<file path="config.mk">
export PLATFORM = sky130hd
export DESIGN_NAME = int_to_fp13_converter
export DESIGN_NICKNAME = d
export VERILOG_FILES = /design/src/rtl/fp13_pkg.sv /design/src/rtl/int_abs_sign.sv /design/src/rtl/int_to_fp13_converter.sv
export SDC_FILE = /design/constraint.sdc
export NUM_CORES = 1
export LEC_CHECK = 0
export ABC_AREA = 1
export CAP_MARGIN = 20
export CORE_ASPECT_RATIO = 1.25
export CORE_UTILIZATION = 49
export DETAILED_ROUTE_END_ITERATION = 16
export GPL_TIMING_DRIVEN = 0
export MAX_ROUTING_LAYER = met4
export PLACE_DENSITY = 0.76
export SLEW_MARGIN = 15
export SYNTH_ARGS = -nofsm -noshare
export SYNTH_HDL_FRONTEND = slang
export SYNTH_HIERARCHICAL = 1
export SYNTH_SLANG_ARGS = --single-unit
export TNS_END_PERCENT = 20
</file>
<file path="constraint.sdc">
create_clock -name clk -period 1.15 [get_ports clk]
set_input_delay 0.115 -clock clk [delete_from_list [all_inputs] [get_ports clk]]
set_output_delay 0.115 -clock clk [all_outputs]
set_load 0.01 [all_outputs]
</file>
<file path="src/rtl/fp13_pkg.sv">
// Shared types and constants for the 13-bit float format {sign, exp[3:0], frac[7:0]}.
// The value is 0.frac x 2^exp; a nonzero value always has frac[7]=1.
package fp13_pkg;
   localparam int EXP_W  = 4;
   localparam int FRAC_W = 8;
   localparam int FP_W   = 1 + EXP_W + FRAC_W;

   typedef struct packed {
      logic              sign;
      logic [EXP_W-1:0]  exp;
      logic [FRAC_W-1:0] frac;
   } fp13_t;

   typedef enum logic [1:0] {IDLE, NORM, DONE} conv_state_t;

   localparam fp13_t FP13_ZERO    = '0;
   localparam fp13_t FP13_NEG_SAT = '{sign: 1'b1, exp: '1, frac: '1};
endpackage

</file>
<file path="src/rtl/int_abs_sign.sv">
// Splits a two's-complement integer into sign, magnitude (below the top bit) and
// zero/saturation flags; sat is set only for the most negative value.
module int_abs_sign #(
   parameter int INT_W = 16
) (
   input  logic [INT_W-1:0] in_int,
   output logic             sign,
   output logic [INT_W-2:0] mag,
   output logic             zero,
   output logic             sat
);
   logic [INT_W-1:0] full_mag;

   assign sign     = in_int[INT_W-1];
   assign full_mag = sign ? (~in_int + INT_W'(1)) : in_int;
   assign mag      = full_mag[INT_W-2:0];
   assign zero     = (full_mag == '0);
   assign sat      = full_mag[INT_W-1];
endmodule

</file>
<file path="src/rtl/int_to_fp13_converter.sv">
// Signed integer to fp13 converter: latches the operand, normalises it one bit
// per cycle by left shifts, then holds the truncated result until accepted.
module int_to_fp13_converter
   import fp13_pkg::*;
#(
   parameter int INT_W  = 2 ** fp13_pkg::EXP_W,
   parameter int EXP_W  = fp13_pkg::EXP_W,
   parameter int FRAC_W = fp13_pkg::FRAC_W
) (
   input  logic                    clk,
   input  logic                    rst,
   input  logic                    in_valid,
   output logic                    in_ready,
   input  logic [INT_W-1:0]        in_int,
   output logic                    out_valid,
   input  logic                    out_ready,
   output logic [EXP_W+FRAC_W:0]   out_float,
   output logic                    out_inexact
);
   localparam int OUT_W = 1 + EXP_W + FRAC_W;

   conv_state_t       state, state_n;
   logic              live_r;
   logic              sign_r, sign_n;
   logic [EXP_W-1:0]  exp_r, exp_n;
   logic [INT_W-2:0]  shreg, shreg_n;
   logic              zero_r, zero_n;
   logic              sat_r, sat_n;
   logic [OUT_W-1:0]  float_r, float_n;
   logic              inx_r, inx_n;

   logic              a_sign, a_zero, a_sat;
   logic [INT_W-2:0]  a_mag;

   int_abs_sign #(.INT_W(INT_W)) u_abs (
      .in_int (in_int),
      .sign   (a_sign),
      .mag    (a_mag),
      .zero   (a_zero),
      .sat    (a_sat)
   );

   // live_r keeps in_ready low during reset and for the edge it is released on
   assign in_ready    = (state == IDLE) && live_r;
   assign out_valid   = (state == DONE);
   assign out_float   = float_r;
   assign out_inexact = inx_r;

   always_ff @(posedge clk or posedge rst) begin
      if (rst) begin
         state   <= IDLE;
         live_r  <= 1'b0;
         sign_r  <= 1'b0;
         exp_r   <= '0;
         shreg   <= '0;
         zero_r  <= 1'b0;
         sat_r   <= 1'b0;
         float_r <= '0;
         inx_r   <= 1'b0;
      end else begin
         state   <= state_n;
         live_r  <= 1'b1;
         sign_r  <= sign_n;
         exp_r   <= exp_n;
         shreg   <= shreg_n;
         zero_r  <= zero_n;
         sat_r   <= sat_n;
         float_r <= float_n;
         inx_r   <= inx_n;
      end
   end

   always_comb begin
      state_n = state;
      sign_n  = sign_r;
      exp_n   = exp_r;
      shreg_n = shreg;
      zero_n  = zero_r;
      sat_n   = sat_r;
      float_n = float_r;
      inx_n   = inx_r;
      case (state)
         IDLE: begin
            if (in_valid && in_ready) begin
               sign_n  = a_sign;
               exp_n   = '1;
               shreg_n = a_mag;
               zero_n  = a_zero;
               sat_n   = a_sat;
               state_n = NORM;
            end
         end
         NORM: begin
            if (zero_r) begin
               float_n = '0;
               inx_n   = 1'b0;
               state_n = DONE;
            end else if (sat_r) begin
               float_n = {1'b1, {EXP_W{1'b1}}, {FRAC_W{1'b1}}};
               inx_n   = 1'b1;
               state_n = DONE;
            end else if (shreg[INT_W-2]) begin
               float_n = {sign_r, exp_r, shreg[INT_W-2 -: FRAC_W]};
               // bits below the fraction survive the shift only if they are nonzero
               inx_n   = ((shreg << FRAC_W) != '0);
               state_n = DONE;
            end else begin
               shreg_n = shreg << 1;
               exp_n   = exp_r - EXP_W'(1);
            end
         end
         DONE: begin
            if (out_ready) state_n = IDLE;
         end
         default: state_n = IDLE;
      endcase
   end
endmodule

</file>
==> out/qor.yml, run 1 <==
run_status:
  status: "finished with violations"
  violations: "negative setup slack"
synthesis:
  async_flop_share_pct: 100
  netlist_top_cells_count: "nand2_1, nor2_1, dfrtp_1"
  ys.flop_type: "dfrtp_1"
  ys_types: 34
  syn_nets: 378
  synth_edf_count: 0
  yosys.area.top_type_share_pct: 39.8
  synth_most_common_cell: "nand2_1"
  syn_inst: 356
  ys_seq_elements: 39
  synth.avg_cell_area_um2: 6.89
  yosysTopAreaCell: "dfrtp_1"
  synth_area_um2: 2450
  synth_area_leaders: "dfrtp_1, nand2_1, nand3_1"
  ys_warn_count: 6
  yosysSeqAreaShare_pct: 39.8
critical_path:
  timing.rr.end: "shreg[7]"
  cpPeakStageDelay_ps: 440
  r2r-start: "state[1]"
  worstSetupPathType: "reg2reg"
  r2r_cells: 7
  worstPathArrival_ps: 1580
  endpoint_kind: "flop"
  start_kind: "flop"
  cp_slowest_cell: "dfrtp_2"
  r2r_setup_slack_ps: -210
  cp-startpoint: "state[1]"
  crit_chain: "buf_6 -> nor2_8 -> nand3_4 -> nand2_8 -> clkbuf_16 -> nand2_2 -> nand2_1"
  cp.required_ps: 1380
  crit_end: "shreg[7]"
  cp_max_fo: 8
finish:
  diodes: 0
  final_nets: 444
  area_growth_pct: 36.2
  drive_gt1_share_pct: 26.0
  stdcell_count: 483
floorplan:
  die_height_um: 81.1
  die_area_um2: 5290
  fp.dieW_um: 65.3
  rows: 28
  initial_core_util_pct: 51.5
  coreArea_um2: 4760
  io_pins: 36
pwr:
  ir_drop_v: 0.000738
  p_leak_nw: 1.75
  p_total_mw: 6.49
  powerDensity_nw_per_um2: 1940
grt:
  grt.overflow.total: 0
  grt_util_all_layers_pct: 24.9
  grt_max_degree: 37
  antenna_found_initial: 0
  grt_pass1_wl_um: 9980
  grt_pass1_vias: 2325
placement:
  dp_cells: 452
  io_buffer_count: 35
  dp_hpwl_um: 4230
  place_congestion: 0.922
detailed_routing:
  wirelength_um: 6300
  ant_nets: 0
  viasPerCell: 5.25
  drt_iter0_drc: 191
  route.detailed.drc: 0
  wl_per_cell_um: 13.0
  firstDrtPassIters: 4
  vias: 2538
cts:
  cts_tree: "yes"
  clk_pin_slew_worst_paths_ps: 80
  insertion_delay_ps: 280
  cts_root_buffer: "clkbuf_8"
  cts.sinks: 39
  numCtsBuffers: 5
  cts-hold-fix-buffers: 0
  h-tree-depth: 2
  clockBufferDepth: 2
sta:
  fin_crit_ps: 1360
  setup_viol: 35
  fin_ws_ps: -209
  max_freq_mhz: 736
  fin_tns_setup_ps: -4920
  rsz0062_at_grt: "true"
  finalClockSkew_ps: 4.32
  final_hold_viol_count: 0
  fin_crit_sh_pct: 118
  drv_slew: 0
job:
  cap_violations: 0
hold_path:
  hold_path_class: "in2async"
cells by family after synthesis:
logic type	Yosys count	synth area share, %
AO/OA/AOI/OAI	40	9.03
XOR/XNOR	3	1.07
adder cells (fa/ha/maj)	2	1.02
buffers and inverters	43	8.37
flip-flops	39	39.8
other	1	0.153
AND/OR/NAND/NOR	228	40.6
cell type report:
cell class | count | area (um2)
Buffer | 14 | 136
Clock buffer | 8 | 100
Fill cell | 410 | 1420
Inverter | 29 | 134
Multi-Input combinational cell | 274 | 1400
Sequential cell | 39 | 980
Tap cell | 60 | 75.1
Timing Repair Buffer | 59 | 517
where the power goes:
group | total [mW] | leakage (nW) | internal (mW) | switching [mW]
Clock | 1.01 | 0.0515 | 0.547 | 0.459
Combinational | 3.03 | 1.22 | 1.33 | 1.70
Sequential | 2.45 | 0.478 | 1.97 | 0.479
Total | 6.49 | 1.75 | 3.85 | 2.64
sequential cells by signal (all words and copies together) (netlist names):
name,flops
exp_r,4
live_r,1
out_float,13
out_inexact,1
sat_r,1
shreg,15
sign_r,1
state,2
zero_r,1
metal layers:
metal,vias to the layer above,GRT usage (%),share of wire [%]
met3,21,3.09,3.5
met1,1173,26.7,40
met2,87,44.4,54
met4,0,13.3,3.1
li1,1257,-,-
met5,-,-,0
how the worst min path moves through the flow:
stage | endpoint | start | cells past startpoint | slack (ps)
finish | out_float[3] | rst | 2 | 20
global route | out_float[3] | rst | 2 | 20
CTS | shreg[10] | rst | 2 | 20
detailed placement | out_float[3] | rst | 2 | 320
global placement | out_float[7] | out_float[7] | 2 | 460
floorplan | state[1] | out_ready | 1 | 210
worst max-delay path: cells and delay by family (launching register included):
family / cells / cell delay, ps
buffers and inverters: 2 / 290
and+or+nand+nor: 5 / 570
DFF: 1 / 440
per-stage QoR:
stage / util (%) / hold slack, ps / cell area [um2] / worst slack [ps]
CTS: 66.8 / 22.7 / 3180 / -182
floorplan: - / 210 / 2490 / -124
finish: 70.1 / 16.3 / 3340 / -209
global route: 70.1 / 24.2 / 3340 / -269
global placement: 61.3 / 455 / 2920 / -882
detailed placement: 61.7 / 318 / 2940 / -938
cells in the final DEF, fill, tap and decap left out, types with 3 or more instances in the layout:
cell             instances
nand3_2                  3
dfrtp_1                 36
clkdlybuf4s50_1          4
dfrtp_2                  3
nand2_2                 14
o21ai_2                  4
dlygate4sd2_1           19
nand2_1                117
inv_2                    6
xor2_1                   3
clkbuf_8                 8
nor2_4                   3
o21ai_1                 12
nor2_2                   6
o21ai_0                 19
buf_4                   26
inv_1                   19
nor2_1                  39
buf_2                    3
buf_6                    8
clkbuf_2                 5
nand3_1                 32
repair_timing:
action,4_1_cts,5_1_grt
gates resized for setup,71,51
gates cloned,0,1
setup buffers,14,8
endpoints found under the setup margin,52,40
pin swaps,12,21
No activity file was read; power rests on OpenSTA's default activity.
==> run 2, diff against run 1 <==
--- a/config.mk
+++ b/config.mk
@@ -12,7 +12,7 @@
 export DETAILED_ROUTE_END_ITERATION = 16
 export GPL_TIMING_DRIVEN = 0
 export MAX_ROUTING_LAYER = met4
-export PLACE_DENSITY = 0.76
+export PLACE_DENSITY = 0.73
 export SLEW_MARGIN = 15
 export SYNTH_ARGS = -nofsm -noshare
 export SYNTH_HDL_FRONTEND = slang
==> run 2 against run 1 <==
The run still ends with negative setup slack left. Count of clock-buffer cells in the layout is 2 lower. Largest cell class unchanged. Critical path type unchanged. Critical endpoint is now exp_r[1]. Largest power group unchanged. Via count decreased by 3.9%. Worst hold slack better by 7.4 ps. Sequential power about the same.
==> out/qor.yml, run 2 (synthesized netlist as in run 1, its figures left out) <==
critical_path:
  crit_chain: "buf_6 -> buf_6 -> inv_4 -> nor2_8 -> nand3_4 -> buf_4 -> nor2_1 -> nor2_1"
  cp.required_ps: 1330  # -50 ps
  worstPathArrival_ps: 1530  # -50 ps
  r2r_setup_slack_ps: -200  # about the same
  cp_slowest_cell: "dfrtp_1"
  r2r-start: "state[0]"
  start_kind: "flop"
  worstSetupPathType: "reg2reg"
  cp_max_fo: 5  # -3
  cp-startpoint: "state[0]"
  cpPeakStageDelay_ps: 380  # -60 ps
  endpoint_kind: "flop"
detailed_routing:
  wl_per_cell_um: 12.4  # -5.1%
  viasPerCell: 5.10  # -2.9%
  firstDrtPassIters: 4  # unchanged
  drt_iter0_drc: 137  # -28%
  vias: 2438  # -3.9%
  wirelength_um: 5920  # -6.1%
  route.detailed.drc: 0  # unchanged
  ant_nets: 0  # unchanged
finish:
  drive_gt1_share_pct: 27.8  # +1.7 points
  final_nets: 441  # -0.68%
  diodes: 0  # unchanged
  final_cell_mix: "nand2_1, dfrtp_1, nor2_1"
  final_common_cell: "nand2_1"
  fill_cells: 443  # +8.0%
  top_register: "shreg"
  fin_area_um2: 3280  # -1.9%
  area_growth_pct: 33.6
  largest_reg_flops: 15  # unchanged
  fin_util_pct: 68.8  # -1.4 points
grt:
  grt_pass1_vias: 2295  # -1.3%
  antenna_found_initial: 0  # unchanged
  grt_max_degree: 36  # -2.7%
  grt_pass1_wl_um: 10100  # +1.5%
  grt.overflow.total: 0  # unchanged
  grt_util_all_layers_pct: 25.2  # +0.24 points
cts:
  h-tree-depth: 2  # unchanged
  cts_tree: "yes"
  numCtsBuffers: 5  # unchanged
  cts_root_buffer: "clkbuf_8"
  cts-hold-fix-buffers: 0  # unchanged
  clockBufferDepth: 2  # unchanged
  insertion_delay_ps: 290  # about the same
  cts.sinks: 39  # unchanged
  clk_pin_slew_worst_paths_ps: 70  # about the same
pwr:
  ir_drop_v: 0.000665  # -9.9%
  p_leak_nw: 1.71  # -2.6%
  powerDensity_nw_per_um2: 1900  # -2.4%
  p_total_mw: 6.21  # -4.3%
floorplan:
  coreArea_um2: 4760  # unchanged
  fp.dieW_um: 65.3  # unchanged
  initial_core_util_pct: 51.5  # unchanged
  die_height_um: 81.1  # unchanged
  io_pins: 36  # unchanged
  rows: 28  # unchanged
  die_area_um2: 5290  # unchanged
job:
  cap_violations: 0  # unchanged
sta:
  max_freq_mhz: 743  # +1.0%
  rsz0062_at_grt: "true"
  fin_tns_setup_ps: -5280  # -356 ps
  setup_viol: 36  # +2.9%
  finalClockSkew_ps: 3.29  # -1.03 ps
  fin_crit_ps: 1350  # -13.5 ps
  final_hold_viol_count: 0  # unchanged
  fin_crit_sh_pct: 117  # -1.2 points
  drv_slew: 0  # unchanged
  fin_ws_ps: -196  # +13.5 ps
hold_path:
  hold_path_class: "in2async"
placement:
  pre_cts_slack_ps: -908  # +29.9 ps
  placed_cell_area_um2: 2940  # unchanged
  place_congestion: 0.865  # -6.2%
  io_buffer_count: 35  # unchanged
  dp_hpwl_um: 4200  # -0.81%
run_status:
  violations: "negative setup slack"
  status: "finished with violations"
-- run 2: area by class of cell --
type / instances / area [um2] / share of cell area (%)
multi-input cells: 274 / 1410 / 43.0
flip-flops and latches: 39 / 977 / 29.8
repair buffers: 56 / 477 / 14.6
plain buffers: 14 / 133 / 4.05
inverters: 29 / 131 / 4.01
well taps: 60 / 75.1 / 2.29
clock buffers: 6 / 72.6 / 2.22
-- run 2: path summary, 6_finish.rpt --
path | to | depth (start not counted)
worst min-delay path | shreg[9] | 2
worst max-delay path | exp_r[1] | 8
min in group clk | shreg[0] | 4
worst max register to register | exp_r[1] | 8
max in group asynchronous | state[1] | 3
worst min register to register | out_float[7] | 2
-- run 2: where the power goes --
group	switching (mW)	leakage, nW	internal (mW)
Combinational	1.65	1.19	1.29
Sequential	0.455	0.481	1.96
Clock	0.444	0.0371	0.404
Total	2.55	1.71	3.66
-- run 2: routing by layer --
metal | track usage, % | vias up | part of all wire, % | wire length [um]
li1 | - | 1245 | - | -
met1 | 28.1 | 1108 | 40 | 2360
met2 | 44.3 | 76 | 54 | 3170
met3 | 3.79 | 9 | 4.5 | 269
met4 | 10.7 | 0 | 1.9 | 114
met5 | - | - | 0 | 0
-- run 2: metrics by stage --
step	instances	hold WS (ps)
after floorplan	356	210
after CTS	473	25.2
after global routing	478	38.3
after detailed placement	452	328
after global placement	451	460
final	478	23.6
-- run 2: critical path: cells and delay by family, from the launching register on --
kind	cells	cell delay, ps
buffers and inverters	4	430
DFF	1	380
and+or+nand+nor	4	430
-- run 2: timing repair --
item | 4_1_cts | 5_1_grt
pin swaps | 16 | 28
buffers inserted | 15 | 4
resized for setup | 88 | 49
endpoints found under the setup margin | 51 | 40
endpoints found under the hold margin | 0 | 0
cloned | 0 | 1
